## src/rtl/ram_arbiter.sv

```systemverilog
// Round-robin arbiter sharing one single-port data RAM between the FFT, FIR and IIR
// accelerators, moving one committed read or write burst at a time.

module ram_arbiter_checker (
    input  logic       clk,
    input  logic       reset,
    input  logic [2:0] gnt,
    input  logic [2:0] wr_ack,
    input  logic [2:0] rd_valid,
    input  logic [2:0] done,
    input  logic       busy,
    input  logic       ram_read_enable,
    input  logic       ram_write_enable
);

    a_enable_excl: assert property (@(posedge clk) disable iff (!reset)
        !(ram_read_enable && ram_write_enable));
    a_gnt_onehot: assert property (@(posedge clk) disable iff (!reset) $onehot0(gnt));
    a_ack_onehot: assert property (@(posedge clk) disable iff (!reset) $onehot0(wr_ack));
    a_rdv_onehot: assert property (@(posedge clk) disable iff (!reset) $onehot0(rd_valid));
    a_done_onehot: assert property (@(posedge clk) disable iff (!reset) $onehot0(done));
    a_busy_gnt: assert property (@(posedge clk) disable iff (!reset)
        busy == (gnt != 3'b000));

endmodule

module ram_arbiter #(
    parameter int ADDR_W = 10,
    parameter int DATA_W = 32,
    parameter int LEN_W  = 4
) (
    input  logic                clk,
    input  logic                reset,
    input  logic [2:0]          req,
    input  logic [2:0]          req_we,
    input  logic [3*ADDR_W-1:0] req_addr,
    input  logic [3*LEN_W-1:0]  req_len,
    input  logic [3*DATA_W-1:0] req_wdata,
    output logic [2:0]          gnt,
    output logic [2:0]          wr_ack,
    output logic [2:0]          rd_valid,
    output logic [DATA_W-1:0]   rd_data,
    output logic [2:0]          done,
    output logic                busy,
    output logic                ram_read_enable,
    output logic                ram_write_enable,
    output logic [ADDR_W-1:0]   ram_addr,
    output logic [DATA_W-1:0]   ram_wdata,
    input  logic [DATA_W-1:0]   ram_rdata
);

    typedef enum logic [1:0] {
        IDLE  = 2'd0,
        BURST = 2'd1,
        DRAIN = 2'd2
    } state_t;

    state_t              state_r, state_s;
    logic [1:0]          owner_r, owner_s;
    logic                we_r, we_s;
    logic [ADDR_W-1:0]   addr_r, addr_s;
    logic [LEN_W-1:0]    cnt_r, cnt_s;
    logic [1:0]          last_gnt_r, last_gnt_s;
    logic [2:0]          rd_valid_r;
    logic [1:0]          pick_s;

    function automatic logic [2:0] onehot3(input logic [1:0] idx);
        case (idx)
            2'd0:    onehot3 = 3'b001;
            2'd1:    onehot3 = 3'b010;
            2'd2:    onehot3 = 3'b100;
            default: onehot3 = 3'b000;
        endcase
    endfunction

    // Search order starts just after the previous winner, so the last winner ranks lowest.
    function automatic logic [1:0] rr_pick(input logic [2:0] r, input logic [1:0] last);
        case (last)
            2'd0:    rr_pick = r[1] ? 2'd1 : (r[2] ? 2'd2 : 2'd0);
            2'd1:    rr_pick = r[2] ? 2'd2 : (r[0] ? 2'd0 : 2'd1);
            default: rr_pick = r[0] ? 2'd0 : (r[1] ? 2'd1 : 2'd2);
        endcase
    endfunction

    // State and burst-context registers, plus the one-cycle-delayed read strobe.
    always_ff @(posedge clk) begin
        if (!reset) begin
            state_r    <= IDLE;
            owner_r    <= 2'd0;
            we_r       <= 1'b0;
            addr_r     <= {ADDR_W{1'b0}};
            cnt_r      <= {LEN_W{1'b0}};
            last_gnt_r <= 2'd2;
            rd_valid_r <= 3'b000;
        end else begin
            state_r    <= state_s;
            owner_r    <= owner_s;
            we_r       <= we_s;
            addr_r     <= addr_s;
            cnt_r      <= cnt_s;
            last_gnt_r <= last_gnt_s;
            if (state_r == BURST && !we_r) begin
                rd_valid_r <= onehot3(owner_r);
            end else begin
                rd_valid_r <= 3'b000;
            end
        end
    end

    // Next-state: arbitrate and latch the winner's burst in IDLE, walk it in BURST.
    always_comb begin
        state_s    = state_r;
        owner_s    = owner_r;
        we_s       = we_r;
        addr_s     = addr_r;
        cnt_s      = cnt_r;
        last_gnt_s = last_gnt_r;
        pick_s     = rr_pick(req, last_gnt_r);
        case (state_r)
            IDLE: begin
                if (req != 3'b000) begin
                    owner_s    = pick_s;
                    we_s       = req_we[pick_s];
                    addr_s     = req_addr[int'(pick_s) * ADDR_W +: ADDR_W];
                    cnt_s      = req_len[int'(pick_s) * LEN_W +: LEN_W];
                    last_gnt_s = pick_s;
                    state_s    = BURST;
                end else begin
                    state_s    = IDLE;
                end
            end
            BURST: begin
                addr_s = addr_r + {{(ADDR_W-1){1'b0}}, 1'b1};
                if (cnt_r == {LEN_W{1'b0}}) begin
                    state_s = DRAIN;
                end else begin
                    cnt_s   = cnt_r - {{(LEN_W-1){1'b0}}, 1'b1};
                end
            end
            DRAIN: begin
                state_s = IDLE;
            end
            default: begin
                state_s = IDLE;
            end
        endcase
    end

    // Output decode of the registered state; write data passes straight from the owner.
    always_comb begin
        gnt              = 3'b000;
        wr_ack           = 3'b000;
        done             = 3'b000;
        busy             = 1'b0;
        ram_read_enable  = 1'b0;
        ram_write_enable = 1'b0;
        ram_addr         = {ADDR_W{1'b0}};
        ram_wdata        = {DATA_W{1'b0}};
        if (state_r != IDLE) begin
            gnt  = onehot3(owner_r);
            busy = 1'b1;
        end else begin
            gnt  = 3'b000;
            busy = 1'b0;
        end
        case (state_r)
            BURST: begin
                ram_addr = addr_r;
                if (we_r) begin
                    ram_write_enable = 1'b1;
                    ram_wdata        = req_wdata[int'(owner_r) * DATA_W +: DATA_W];
                    wr_ack           = onehot3(owner_r);
                end else begin
                    ram_read_enable  = 1'b1;
                end
            end
            DRAIN: begin
                done = onehot3(owner_r);
            end
            default: begin
                done = 3'b000;
            end
        endcase
    end

    // Read return: RAM data is only forwarded in the cycle its strobe is raised.
    always_comb begin
        rd_valid = rd_valid_r;
        if (rd_valid_r != 3'b000) begin
            rd_data = ram_rdata;
        end else begin
            rd_data = {DATA_W{1'b0}};
        end
    end

    ram_arbiter_checker u_checker (
        .clk              (clk),
        .reset            (reset),
        .gnt              (gnt),
        .wr_ack           (wr_ack),
        .rd_valid         (rd_valid),
        .done             (done),
        .busy             (busy),
        .ram_read_enable  (ram_read_enable),
        .ram_write_enable (ram_write_enable)
    );

endmodule

```

## config.mk

```make
export PLATFORM = sky130hd
export DESIGN_NAME = ram_arbiter
export DESIGN_NICKNAME = d
export VERILOG_FILES = /design/src/rtl/ram_arbiter.sv
export SDC_FILE = /design/constraint.sdc
export NUM_CORES = 1
export LEC_CHECK = 0
export ABC_AREA = 0
export ABC_CLOCK_PERIOD_IN_PS = 5000
export BUFFER_PORTS_ARGS = -buffer_cell sky130_fd_sc_hd__buf_2
export CORE_AREA = 2 2 102 104
export DETAILED_ROUTE_END_ITERATION = 10
export DIE_AREA = 0 0 104 106
export GPL_ROUTABILITY_DRIVEN = 0
export PLACE_DENSITY = 0.61
export REMOVE_ABC_BUFFERS = 1
export SLEW_MARGIN = 20
export SYNTH_ARGS = -nofsm -noshare
export SYNTH_HDL_FRONTEND = slang
export SYNTH_SLANG_ARGS = --single-unit
```

## constraint.sdc

```tcl
create_clock -name clk -period 5 [get_ports clk]
set_clock_uncertainty 0.15 [all_clocks]
set_input_delay 1.5 -clock clk [delete_from_list [all_inputs] [get_ports clk]]
set_output_delay 1.5 -clock clk [all_outputs]
set_load 0.05 [all_outputs]
```

# [After elaboration in Yosys (flattened, before gate mapping)]
# Cells that the tools add are included.
[totals] register_bits=24 inputBits=178 wordCells=67
[op_classes] n_addsub=2 n_mul=1 order_cmp=1 n_eq_ne=8 n_shift=3 muxes=31 n_reduce_logical=14
[ops] cell="2-to-1 mux 32 bit" count=3
[ops] cell="indexed part select 96 x 8 -> 32 bit" count=1
[ops] cell="indexed part select 30 x 7 -> 10 bit" count=1
[ops] cell="2-to-1 mux 10 bit" count=2
[ops] cell="case mux 10 bit (2 select lines)" count=1
[ops] cell="2-to-1 mux 2 bit" count=6
[ops] cell="2-to-1 mux 3 bit" count=4
[ops] cell="indexed part select 12 x 5 -> 4 bit" count=1
[ops] cell="adder 10 x 1 -> 10 bit (second input constant)" count=1
[ops] cell="case mux 3 bit (3 select lines)" count=1
[ops] cell="2-to-1 mux 1 bit" count=8
[ops] cell="2-to-1 mux 4 bit" count=2
[ops] cell="case mux 2 bit (2 select lines)" count=2
[ops] cell="case mux 4 bit (2 select lines)" count=1
[ops] cell="equality test 2 x 1 -> 1 bit (second input constant)" count=3
[ops] cell="logical NOT 2 bit" count=3
[ops] cell="AND reduction 2 bit" count=3
[ops] cell="nonzero test 3 bit" count=2
[ops] cell="multiplier 2 x 3 -> 5 bit (second input constant)" count=1
[ops] cell="equality test 2 bit (second input constant)" count=2
[ops] cell="logical NOT 4 bit" count=1
[ops] cell="!= test 2 bit (second input constant)" count=2
[ops] cell="nonzero test 2 bit" count=2
[ops] cell="subtractor 4 x 1 -> 4 bit (second input constant)" count=1
[ops] cell="6 further kinds" count=6

# [Longest topological paths before layout]
[depth] ltp_word=7 ltp_mapped=7 mapped_depth_nobuf=6

# [Worst setup path before layout]
# OpenSTA, ideal clock, no wires.
[synth_timing] path_kind="input port to output port" start="input port req_wdata[74]" end="output port ram_wdata[10]" arrival_ps=2345 slack_ps=1005 cell_stages=4 n_path_buf=0 path_cell_list="mux2i_1 > nor2_1 > a21oi_1 > nor2_1"
[synth_via] elab_chain_len=3
[synth_rtl] item="start: declaration" line="38" source="input logic [3*DATA_W-1:0] req_wdata,"
[synth_rtl] item="indexed part select 96 x 8 -> 32 bit" line="171" source="ram_wdata = req_wdata[int'(owner_r) * DATA_W +: DATA_W];"
[synth_rtl] item="2-to-1 mux 32 bit" line="169" source="if (we_r) begin"
[synth_rtl] item="2-to-1 mux 32 bit" line="166" source="case (state_r)"
[synth_rtl] item="end: declaration" line="48" source="output logic [DATA_W-1:0] ram_wdata,"
# Every way passes these cells.

# [Final worst setup path]
[layout_timing] start="register state_r[0]" end="output port ram_wdata[5]"
[layout_via] elab_chain_len=2
[layout_rtl] item="start: declaration" line="58" source="state_t state_r, state_s;"
[layout_rtl] item="start signal: assignment" line="96" source="state_r <= state_s;"
[layout_rtl] item="equality test 2 x 1 -> 1 bit" line="166"
[layout_rtl] item="2-to-1 mux 32 bit" line="166"
# Every way passes these cells.

==> reports/metrics.cfg <==
[clock_network]
cts_made_buffers=3
clkLatencyLatePin_ps=270
cts-root-buf=clkbuf_8
ctsHtreeMaxLevel=1
post_cts_resized=0
path_clk_slew_ps=90
hold_buffers=0
cts.sinks=23
ctsLongestPathBuffers=2
cts_tree=built
cts_setup_buffers=0

[hold_path]
min-delay-start=cnt_r[3]
holdPathEnd=state_r[1]
whs_path_depth=1
worst_hold_path_type=reg -> reg

[sta]
fin_hold_ws_ps=378
hold_violations=0
max_slew_margin_pct=43.4
max_freq_mhz=242
min_period_ps=4140
drv_slew=0
tightest_slew_ps=846
setup_violations=0
rsz0062_at_grt=no
fin_setup_tns_ps=0
fin_crit_sh_pct=82.8

[yosys]
seq_area_frac_synth_pct=16.8
synth.ff_latch_count=23
synth_area_um2=2750
synth_top_cell_area_share_pct=16.8
synth_top_cell_by_area=dfxtp_1
synthArstFlopShare_pct=0
ys_warn_count=0
synth_cell_types=52
synth_cells=412
ys.flop_type=dfxtp_1
syn_avg_cell_area_um2=6.67
synth-edff-count=0
synthTopCellsByArea=dfxtp_1 (17%), mux2i_1 (13%), nor2_1 (12%)

[worst_setup_path]
path_cells=nor2b_1 -> buf_4 -> nand2_1 -> buf_4 -> nor2_1 -> buf_2
critPathRequiredTime_ps=3350
timing.rr.start=state_r[1]
cp_max_fo=26
startpoint_type=flip-flop
cpPeakStageDelay_ps=530
cp-end-kind=output pin
r2r_cells=5
r2r_end=addr_r[2]
r2r_slack_ps=2650
crit_slowest_cell=nand2_1
setup.worst_path.class=reg -> out
crit_arrival_ps=2490
crit_top_cell=buf_4

[floorplanning]
initial_core_util_pct=27.5
die_h_um=106
die_area_um2=11000
die_w_um=104
core_area_um2=10000
ios=267
rows=37

[detailed_routing]
vias=4002
wl_mm=12.7
drt_iter0_drc=253
viasPerCell=5.04
drt_first_pass_iters=5
drcViolationCount=0
wire_per_inst_um=16.0
ant_nets=0

[finish]
num-fill-cells=1085
layout_commonest_cell=buf_2
layout-drive-gt1-share_pct=44.0
nets=835
layout_common_cells=buf_2 (266), nor2_1 (87), a21oi_1 (41), nor2b_1 (35), mux2i_1 (35)
area_growth_pct=53.3

[power_and_ir_drop]
comb_power_share_pct=71.1
ir_drop_v=0.000156
p_per_area_nw_per_um2=345
p_leak_uw=0.00214
switchingPower_uw=826
p_clk_share_pct=8.4
p_int_uw=627
pwr-share-seq_pct=20.5
swShare_pct=56.8

[global_routing]
grt_first_pass_wirelength_mm=19.2
grt.overflow.total=0
grt_usage_pct=21.5
antenna_found_initial=9
grt_max_degree=46
grt_pass1_vias=3780

[place]
place_hpwl_mm=10.2
numPortBuffers=266

[run_status]
status=finished clean

[flow_run]
maxCapViolCount=0

worst max path at each step:
stage	start	endpoint	depth (start not counted)
2_1_floorplan	owner_r[0]	ram_wdata[0]	3
3_3_place_gp	req_wdata[86]	ram_wdata[22]	6
3_5_place_dp	req_wdata[89]	ram_wdata[25]	6
4_1_cts	state_r[0]	ram_wdata[5]	6
5_1_grt	state_r[0]	ram_wdata[19]	6
6_report	state_r[0]	ram_wdata[5]	6
Yosys cell counts (all sizes together) (2+ instances only):
library cell	count
a21oi	41
dfxtp	23
o2111ai	3
clkbuf	20
nand2	10
nor2	87
nor3b	3
o211ai	3
nand3	5
and4	2
o32ai	3
o31ai	3
buf	14
mux2i	35
a311o	3
mux2	2
ha	2
a21o	2
nor3	23
nor2b	36
o31a	4
o22ai	2
a211oi	6
and2	11
a31o	2
nand4	3
a211o	2
or3	4
nand2b	12
o21ai	21
o21a	4
inv	7
cells by family after synthesis:
group / after synthesis / synth area share, %
buf+inv: 41 / 6.51
fa+ha+maj: 2 / 0.911
compound gates: 106 / 24.6
mux: 37 / 13.6
xor+xnor: 1 / 0.319
simple gates: 202 / 37.3
flops: 23 / 16.8
critical path: cells and delay by family (launching register included):
kind,cells,cell delay (ps)
buffers and inverters,3,920
AND/OR/NAND/NOR,3,820
flip-flops,1,460
stage by stage:
| step | cell area [µm²] | power, µW | cells | utilization, % | setup WS (ps) |
|---|---|---|---|---|---|
| CTS | 4200 | 1450 | 790 | 42.0 | 831 |
| detailed placement | 4150 | 1330 | 786 | 41.5 | 1100 |
| floorplan | 2590 | 1040 | 378 | - | 335 |
| finish | 4210 | 1450 | 794 | 42.1 | 861 |
| global placement | 4150 | 1320 | 786 | 41.5 | 1100 |
| global route | 4200 | 1560 | 791 | 42.0 | 653 |
metal layers:
metal | vias to the layer above | GRT usage, % | part of all wire [%]
met1 | 1790 | 24.2 | 37
met5 | - | 0 | 0.50
li1 | 1947 | - | -
met3 | 28 | 10.1 | 12
met2 | 227 | 36.7 | 48
met4 | 10 | 5.79 | 1.9
final cells by class:
cell class	instances	area, µm²	area share, %
clock inverters	1	5.00	0.119
inverters	7	26.3	0.624
diodes	4	10.0	0.238
repair buffers	272	1380	32.7
multi-input cells	348	2120	50.3
clock buffers	3	41.3	0.981
flip-flops and latches	23	462	11.0
well taps	136	170	4.04
sequential cells by signal, summed over array words and instances (netlist names):
| register | flops |
|---|---|
| last_gnt_r | 1 |
| addr_r | 10 |
| cnt_r | 4 |
| owner_r | 2 |
| state_r | 2 |
| we_r | 1 |
| rd_valid | 3 |
power by group through the flow:
| stage | combinational [µW] | clock (µW) | sequential [µW] |
|---|---|---|---|
| floorplan | 710 | 0 | 326 |
| global placement | 1020 | 0 | 297 |
| detailed placement | 1030 | 0 | 300 |
| CTS | 1030 | 123 | 296 |
| global route | 1120 | 130 | 307 |
| finish | 1030 | 122 | 297 |
No activity file was read; power rests on OpenSTA's default activity.
